`config.mk`:
```
export PLATFORM = sky130hd
export DESIGN_NAME = gtp_link_ctrl
export DESIGN_NICKNAME = d
export VERILOG_FILES = /design/src/rtl/gtp_link_ctrl.sv
export SDC_FILE = /design/constraint.sdc
export NUM_CORES = 1
export LEC_CHECK = 0
export BUFFER_PORTS_ARGS = -buffer_cell sky130_fd_sc_hd__clkbuf_2
export CAP_MARGIN = 40
export CORE_ASPECT_RATIO = 1.25
export CORE_MARGIN = 3
export CORE_UTILIZATION = 35
export DETAILED_ROUTE_END_ITERATION = 12
export GPL_ROUTABILITY_DRIVEN = 1
export MAX_ROUTING_LAYER = met4
export REMOVE_ABC_BUFFERS = 1
export SLEW_MARGIN = 5
export SYNTH_ARGS = -nofsm -noshare
export SYNTH_HDL_FRONTEND = slang
export SYNTH_SLANG_ARGS = --single-unit
```
`constraint.sdc`:
```
create_clock -name clk -period 4 [get_ports clk]
set_input_delay 0.8 -clock clk [delete_from_list [all_inputs] [get_ports clk]]
set_output_delay 0.8 -clock clk [all_outputs]
set_load 0.02 [all_outputs]
```
`src/rtl/gtp_link_ctrl.sv`:
```
// Bring-up and supervision FSM for a 4-lane GTP receiver: reset, PLL/DCM lock, RESETDONE, comma alignment, link monitor.
// Outputs are registered from the next state, so they change on the same edge as state; every lane input is sampled each cycle.
module gtp_link_ctrl #(
  parameter int RST_CYCLES = 64,
  parameter int LOCK_TMO   = 65536,
  parameter int ALIGN_CNT  = 16,
  parameter int ALIGN_TMO  = 4096,
  parameter int IDLE_TMO   = 1024
) (
  input  logic        clk,
  input  logic        rst_n,
  input  logic        restart,
  input  logic        pll_lock,
  input  logic        dcm_locked,
  input  logic [3:0]  resetdone,
  input  logic [3:0]  lossofsync,
  input  logic [63:0] data,
  input  logic [3:0]  charisk,
  output logic        gtp_reset,
  output logic        dcm_reset,
  output logic        link_up,
  output logic [3:0]  lane_ok,
  output logic [7:0]  retry_cnt,
  output logic [2:0]  state
);
  localparam logic [2:0] S_RESET   = 3'd0;
  localparam logic [2:0] S_WAITPLL = 3'd1;
  localparam logic [2:0] S_WAITDCM = 3'd2;
  localparam logic [2:0] S_WAITRDY = 3'd3;
  localparam logic [2:0] S_ALIGN   = 3'd4;
  localparam logic [2:0] S_UP      = 3'd5;

  localparam int              IW         = $clog2(IDLE_TMO + 1);
  localparam logic [16:0]     RST_LAST   = 17'(RST_CYCLES - 1);
  localparam logic [16:0]     LOCK_LAST  = 17'(LOCK_TMO - 1);
  localparam logic [16:0]     ALIGN_LAST = 17'(ALIGN_TMO - 1);
  localparam logic [4:0]      ALIGN_HIT  = 5'(ALIGN_CNT);
  localparam logic [IW-1:0]   IDLE_LAST  = IW'(IDLE_TMO - 1);

  logic [16:0]   timer;
  logic [4:0]    align_cnt [4];
  logic [IW-1:0] idle_cnt  [4];
  logic [3:0]    comma, align_hit, idle_hit;
  logic          fail;
  logic [2:0]    nxt_state;
  logic          nxt_gtp_reset, nxt_dcm_reset, nxt_link_up;
  logic [3:0]    nxt_lane_ok;

  // Only the low byte of each lane word identifies a comma.
  logic unused_hi_bytes;
  assign unused_hi_bytes = ^{data[63:56], data[47:40], data[31:24], data[15:8]};

  always_comb begin
    comma     = '0;
    align_hit = '0;
    idle_hit  = '0;
    for (int i = 0; i < 4; i++) begin
      comma[i]     = charisk[i] && (data[16*i +: 8] == 8'hBC);
      align_hit[i] = (align_cnt[i] == ALIGN_HIT);
      idle_hit[i]  = !comma[i] && (idle_cnt[i] == IDLE_LAST);
    end
  end

  always_ff @(posedge clk or negedge rst_n) begin
    if (!rst_n) begin
      state <= S_RESET;
      timer <= '0;
    end else begin
      state <= nxt_state;
      timer <= (restart || (nxt_state != state)) ? 17'd0 : timer + 17'd1;
    end
  end

  always_comb begin
    nxt_state = state;
    fail      = 1'b0;
    case (state)
      S_RESET:   if (timer == RST_LAST) nxt_state = S_WAITPLL;
      S_WAITPLL: if (pll_lock) nxt_state = S_WAITDCM;
                 else if (timer == LOCK_LAST) fail = 1'b1;
      S_WAITDCM: if (!pll_lock) fail = 1'b1;
                 else if (dcm_locked) nxt_state = S_WAITRDY;
                 else if (timer == LOCK_LAST) fail = 1'b1;
      S_WAITRDY: if (!pll_lock) fail = 1'b1;
                 else if (&resetdone) nxt_state = S_ALIGN;
                 else if (timer == LOCK_LAST) fail = 1'b1;
      S_ALIGN:   if (!pll_lock || !dcm_locked) fail = 1'b1;
                 else if (&lane_ok) nxt_state = S_UP;
                 else if (timer == ALIGN_LAST) fail = 1'b1;
      S_UP:      if (!pll_lock || !dcm_locked || (|lossofsync) || (|idle_hit)) fail = 1'b1;
      default:   nxt_state = S_RESET;
    endcase
    if (restart || fail) nxt_state = S_RESET;
  end

  always_comb begin
    nxt_gtp_reset = (nxt_state == S_RESET);
    nxt_dcm_reset = (nxt_state == S_RESET) || (nxt_state == S_WAITPLL);
    nxt_link_up   = (nxt_state == S_UP);
    nxt_lane_ok   = 4'h0;
    if ((nxt_state == S_ALIGN) && (state == S_ALIGN)) nxt_lane_ok = lane_ok | align_hit;
    else if (nxt_state == S_UP)                      nxt_lane_ok = lane_ok;
  end

  always_ff @(posedge clk or negedge rst_n) begin
    if (!rst_n) begin
      gtp_reset <= 1'b1;
      dcm_reset <= 1'b1;
      link_up   <= 1'b0;
      lane_ok   <= 4'h0;
      retry_cnt <= 8'd0;
    end else begin
      gtp_reset <= nxt_gtp_reset;
      dcm_reset <= nxt_dcm_reset;
      link_up   <= nxt_link_up;
      lane_ok   <= nxt_lane_ok;
      // A restart request in the same cycle masks the failure.
      if (fail && !restart && (retry_cnt != 8'hFF)) retry_cnt <= retry_cnt + 8'd1;
    end
  end

  always_ff @(posedge clk or negedge rst_n) begin
    if (!rst_n) begin
      for (int i = 0; i < 4; i++) begin
        align_cnt[i] <= '0;
        idle_cnt[i]  <= '0;
      end
    end else begin
      for (int i = 0; i < 4; i++) begin
        if (state != S_ALIGN)  align_cnt[i] <= '0;
        else if (!lane_ok[i])  align_cnt[i] <= comma[i] ? align_cnt[i] + 5'd1 : 5'd0;
        if ((state != S_UP) || comma[i]) idle_cnt[i] <= '0;
        else                             idle_cnt[i] <= idle_cnt[i] + IW'(1);
      end
    end
  end
endmodule

```
==> metrics.log <==
INFO  metric postLayoutSetupSlackWorst = 0.4393 ns
INFO  metric worstMarginPinSlew = 0.5943 ns
INFO  metric die-width = 115.9 um
INFO  metric critical_path.cell_chain = ha_1 > nand3_2 > or3_1 > nor3_1 > ha_1 > nand2_1 > a211oi_1 > nor3b_1 > a22o_4 > and2_4 > o32ai_4 > nor4b_2
INFO  metric final_common_cell = sky130_fd_sc_hd__dfrtp_1
INFO  metric timing.critical_path.required = 4.25 ns
INFO  metric ctsHoldBuffers = 0
INFO  metric post_cts_buffers = 0
INFO  metric worstHoldPathType = input port to async pin
INFO  metric io_pins = 99
INFO  metric crit_path_max_fanout = 17
INFO  metric die_height = 143.4 um
INFO  metric post_cts_resize_count = 0
INFO  metric antennaDiodeCount = 0
INFO  metric num-fill-cells = 1433
INFO  metric globalplace.congestion = 0.8200
INFO  metric dr.first_iter.drc_count = 162
INFO  metric synth.top_cells.by_area = sky130_fd_sc_hd__dfrtp_1, sky130_fd_sc_hd__nor2_1, sky130_fd_sc_hd__xnor2_1, sky130_fd_sc_hd__xor2_1, sky130_fd_sc_hd__nor4b_2
INFO  metric totalNegativeSetupSlack = 0 ns
INFO  metric synth_area_leader = sky130_fd_sc_hd__dfrtp_1
INFO  metric hold_viol = 0
INFO  metric synth_top_cell_area_share = 45.93%
INFO  metric final_antenna_net_count = 0
INFO  metric arrival = 3.81 ns
INFO  metric cp-start-kind = flop
INFO  metric power_leakage = 2.625 nW
INFO  metric routed_wl = 11540 um
INFO  metric numCtsBuffers = 9
INFO  metric fmax = 280.8 MHz
INFO  metric final_cell_mix = sky130_fd_sc_hd__dfrtp_1, sky130_fd_sc_hd__nor2_1, sky130_fd_sc_hd__clkbuf_2, sky130_fd_sc_hd__nand3_1, sky130_fd_sc_hd__nand2_1
INFO  metric critical_path.endpoint_type = flop
INFO  metric post_route_cells_drive_above_1_share = 19.70%
INFO  metric unrepaired_setup_endpoints_after_global_routing = false
INFO  metric synth_area_per_cell = 9.972 um^2
INFO  metric layout-area-overhead-vs-synth = 16.43%
INFO  metric buffer_ports.inserted = 66
INFO  metric root_buffer = sky130_fd_sc_hd__clkbuf_16
INFO  metric mappedNetlistArea = 5285 um^2
INFO  metric path_clk_slew = 0.07 ns
INFO  metric critical_r2r_launch = timer[0]
INFO  metric initial_antenna_violation_count = 0
INFO  metric ctsLongestPathBuffers = 2
INFO  metric post_synth_inst_count = 530
INFO  metric critPathSlowestCell = sky130_fd_sc_hd__or3_1
INFO  metric post-layout-total-power = 0.001916 W
INFO  metric globalRouteTotalUtil = 14.82%
INFO  metric worst-path-buf-inv = 0
INFO  metric critPathLaunch = timer[0]
INFO  metric synth-async-reset-ratio = 100.0%
INFO  metric multi_input_comb_area = 2683 um^2
INFO  metric clkSinkCount = 99
INFO  metric routed_wire_length_per_instance = 14.67 um
INFO  metric dp.cells = 771
INFO  metric crit_path_frequent_cell = sky130_fd_sc_hd__ha_1
INFO  metric post-route-period-util = 89.02%
INFO  metric drt_pass1_iterations = 4
INFO  metric result_of_the_run = finished, final reports clean
INFO  metric detailed_place_hpwl = 8562 um
INFO  metric cap_viol_max_count = 0
INFO  metric final_cell_count_no_fill = 787
INFO  metric vdd_ir_drop_max = 0.1731 mV
INFO  metric drc_errors = 0
INFO  metric power_density = 311.4 nW/um^2
INFO  metric synth-main-ff-cell = sky130_fd_sc_hd__dfrtp_1
INFO  metric cts_tree = built
INFO  metric initial_utilization = 36.22%
INFO  metric seq_area_frac_synth = 46.92%
INFO  metric vias = 4146
INFO  metric detailed_route_vias_per_instance = 5.268
INFO  metric setup_viol = 0
INFO  metric first_global_vias = 4229
INFO  metric post_synth_num_cell_types = 55
INFO  metric slew_headroom = 59.96%
INFO  metric crit_path_max_incr_delay = 0.51 ns
INFO  metric design_area = 6153 um^2
INFO  metric timing.critical_path.max_delay_family = simple AND/OR/NAND/NOR gates
INFO  metric maxSlewViolCount = 0
INFO  metric cts_max_level = 3
INFO  metric design.final.nets = 702
INFO  metric synth_warnings = 0
INFO  metric grt_start_max_net_pins = 61
INFO  metric placement.cell_area = 5869 um^2
INFO  metric path_class = flop to flop
INFO  metric fin_skew = 0.007810 ns
INFO  metric grt_pass1_wl = 19130 um
INFO  metric synth_edf_count = 0
INFO  metric clkLatencyLatePin = 0.35 ns
INFO  metric floorplan.die_area = 16620 um^2
INFO  metric fin_crit = 3.561 ns
INFO  metric layout.area.seq = 2480 um^2
INFO  metric grt_overflow = 0
INFO  metric floorplan.rows = 49
INFO  metric ys_ff_latch = 99
INFO  metric core_region_area = 14590 um^2
INFO  metric detailedPlace.worstSlack = 0.4011 ns
[layer usage]
metal / share of wire [%] / global-route usage [%]
met2: 51 / 25.55
met3: 2.9 / 3.328
met5: 0 / -
met4: 2.0 / 5.620
met1: 44 / 16.66
[worst paths after layout]
path	endpoint	slack [ns]	cells after the start
max	timer[10]	0.44	12
min	idle_cnt[20]	0.28	1
max reg2reg	timer[10]	0.44	12
min reg2reg	idle_cnt[0]	0.48	1
max in group asynchronous	dcm_reset	2.84	3
min in group clk	idle_cnt[0]	0.48	1
[cells by family (layout without fill, tap and decap cells)]
kind of cell               Yosys count  count (layout)  share of synthesized area [%]
muxes                                1               1                         0.2131
AOI/OAI and AO/OA                   64              64                          8.784
buffers and inverters               29             108                          2.415
xor gates and xnor gates            56              56                          9.280
and+or+nand+nor                    264             264                          28.36
DFF                                 99              99                          46.92
adders and majority gates           17              17                          4.025
[Yosys cell counts (all sizes together), types with 5 or more instances]
cell    instances
dfrtp          97
nor3            8
nor4b          16
clkbuf          7
and2            5
o31ai           5
nand2          36
nor3b           6
ha             17
inv            17
xor2           28
xnor2          28
nor2           84
buf             5
nand3          45
o21ai          20
and3           16
a21oi          11
nand4          17
[final cells by class]
| type | count | area share, % |
|---|---|---|
| multi-input cells | 402 | 43.59 |
| flip-flops and latches | 99 | 40.30 |
| repair buffers | 75 | 6.832 |
| clock buffers | 14 | 4.453 |
| well taps | 178 | 3.619 |
| inverters | 17 | 1.037 |
| clock inverters | 2 | 0.1627 |
[sequential cells by signal (all words and copies together), names as in the netlist]
name	count
lane_ok	4
timer	17
dcm_reset	1
retry_cnt	8
link_up	1
state	3
idle_cnt	44
align_cnt	20
gtp_reset	1
[power breakdown]
part | total (W) | switching, W | internal (W)
registers | 0.00101 | 0.00000389 | 0.00100
logic | 0.0000689 | 0.0000362 | 0.0000328
clock network | 0.000839 | 0.000367 | 0.000471
[per-stage QoR]
stage | hold slack, ns | util, %
detailed placement | 0.4692 | 40.22
floorplan | 0.4443 | -
CTS | 0.2800 | 42.17
global route | 0.2846 | 42.17
finish | 0.2845 | 42.17
global placement | 0.4704 | 40.04
(Power assumes the default switching activity.)
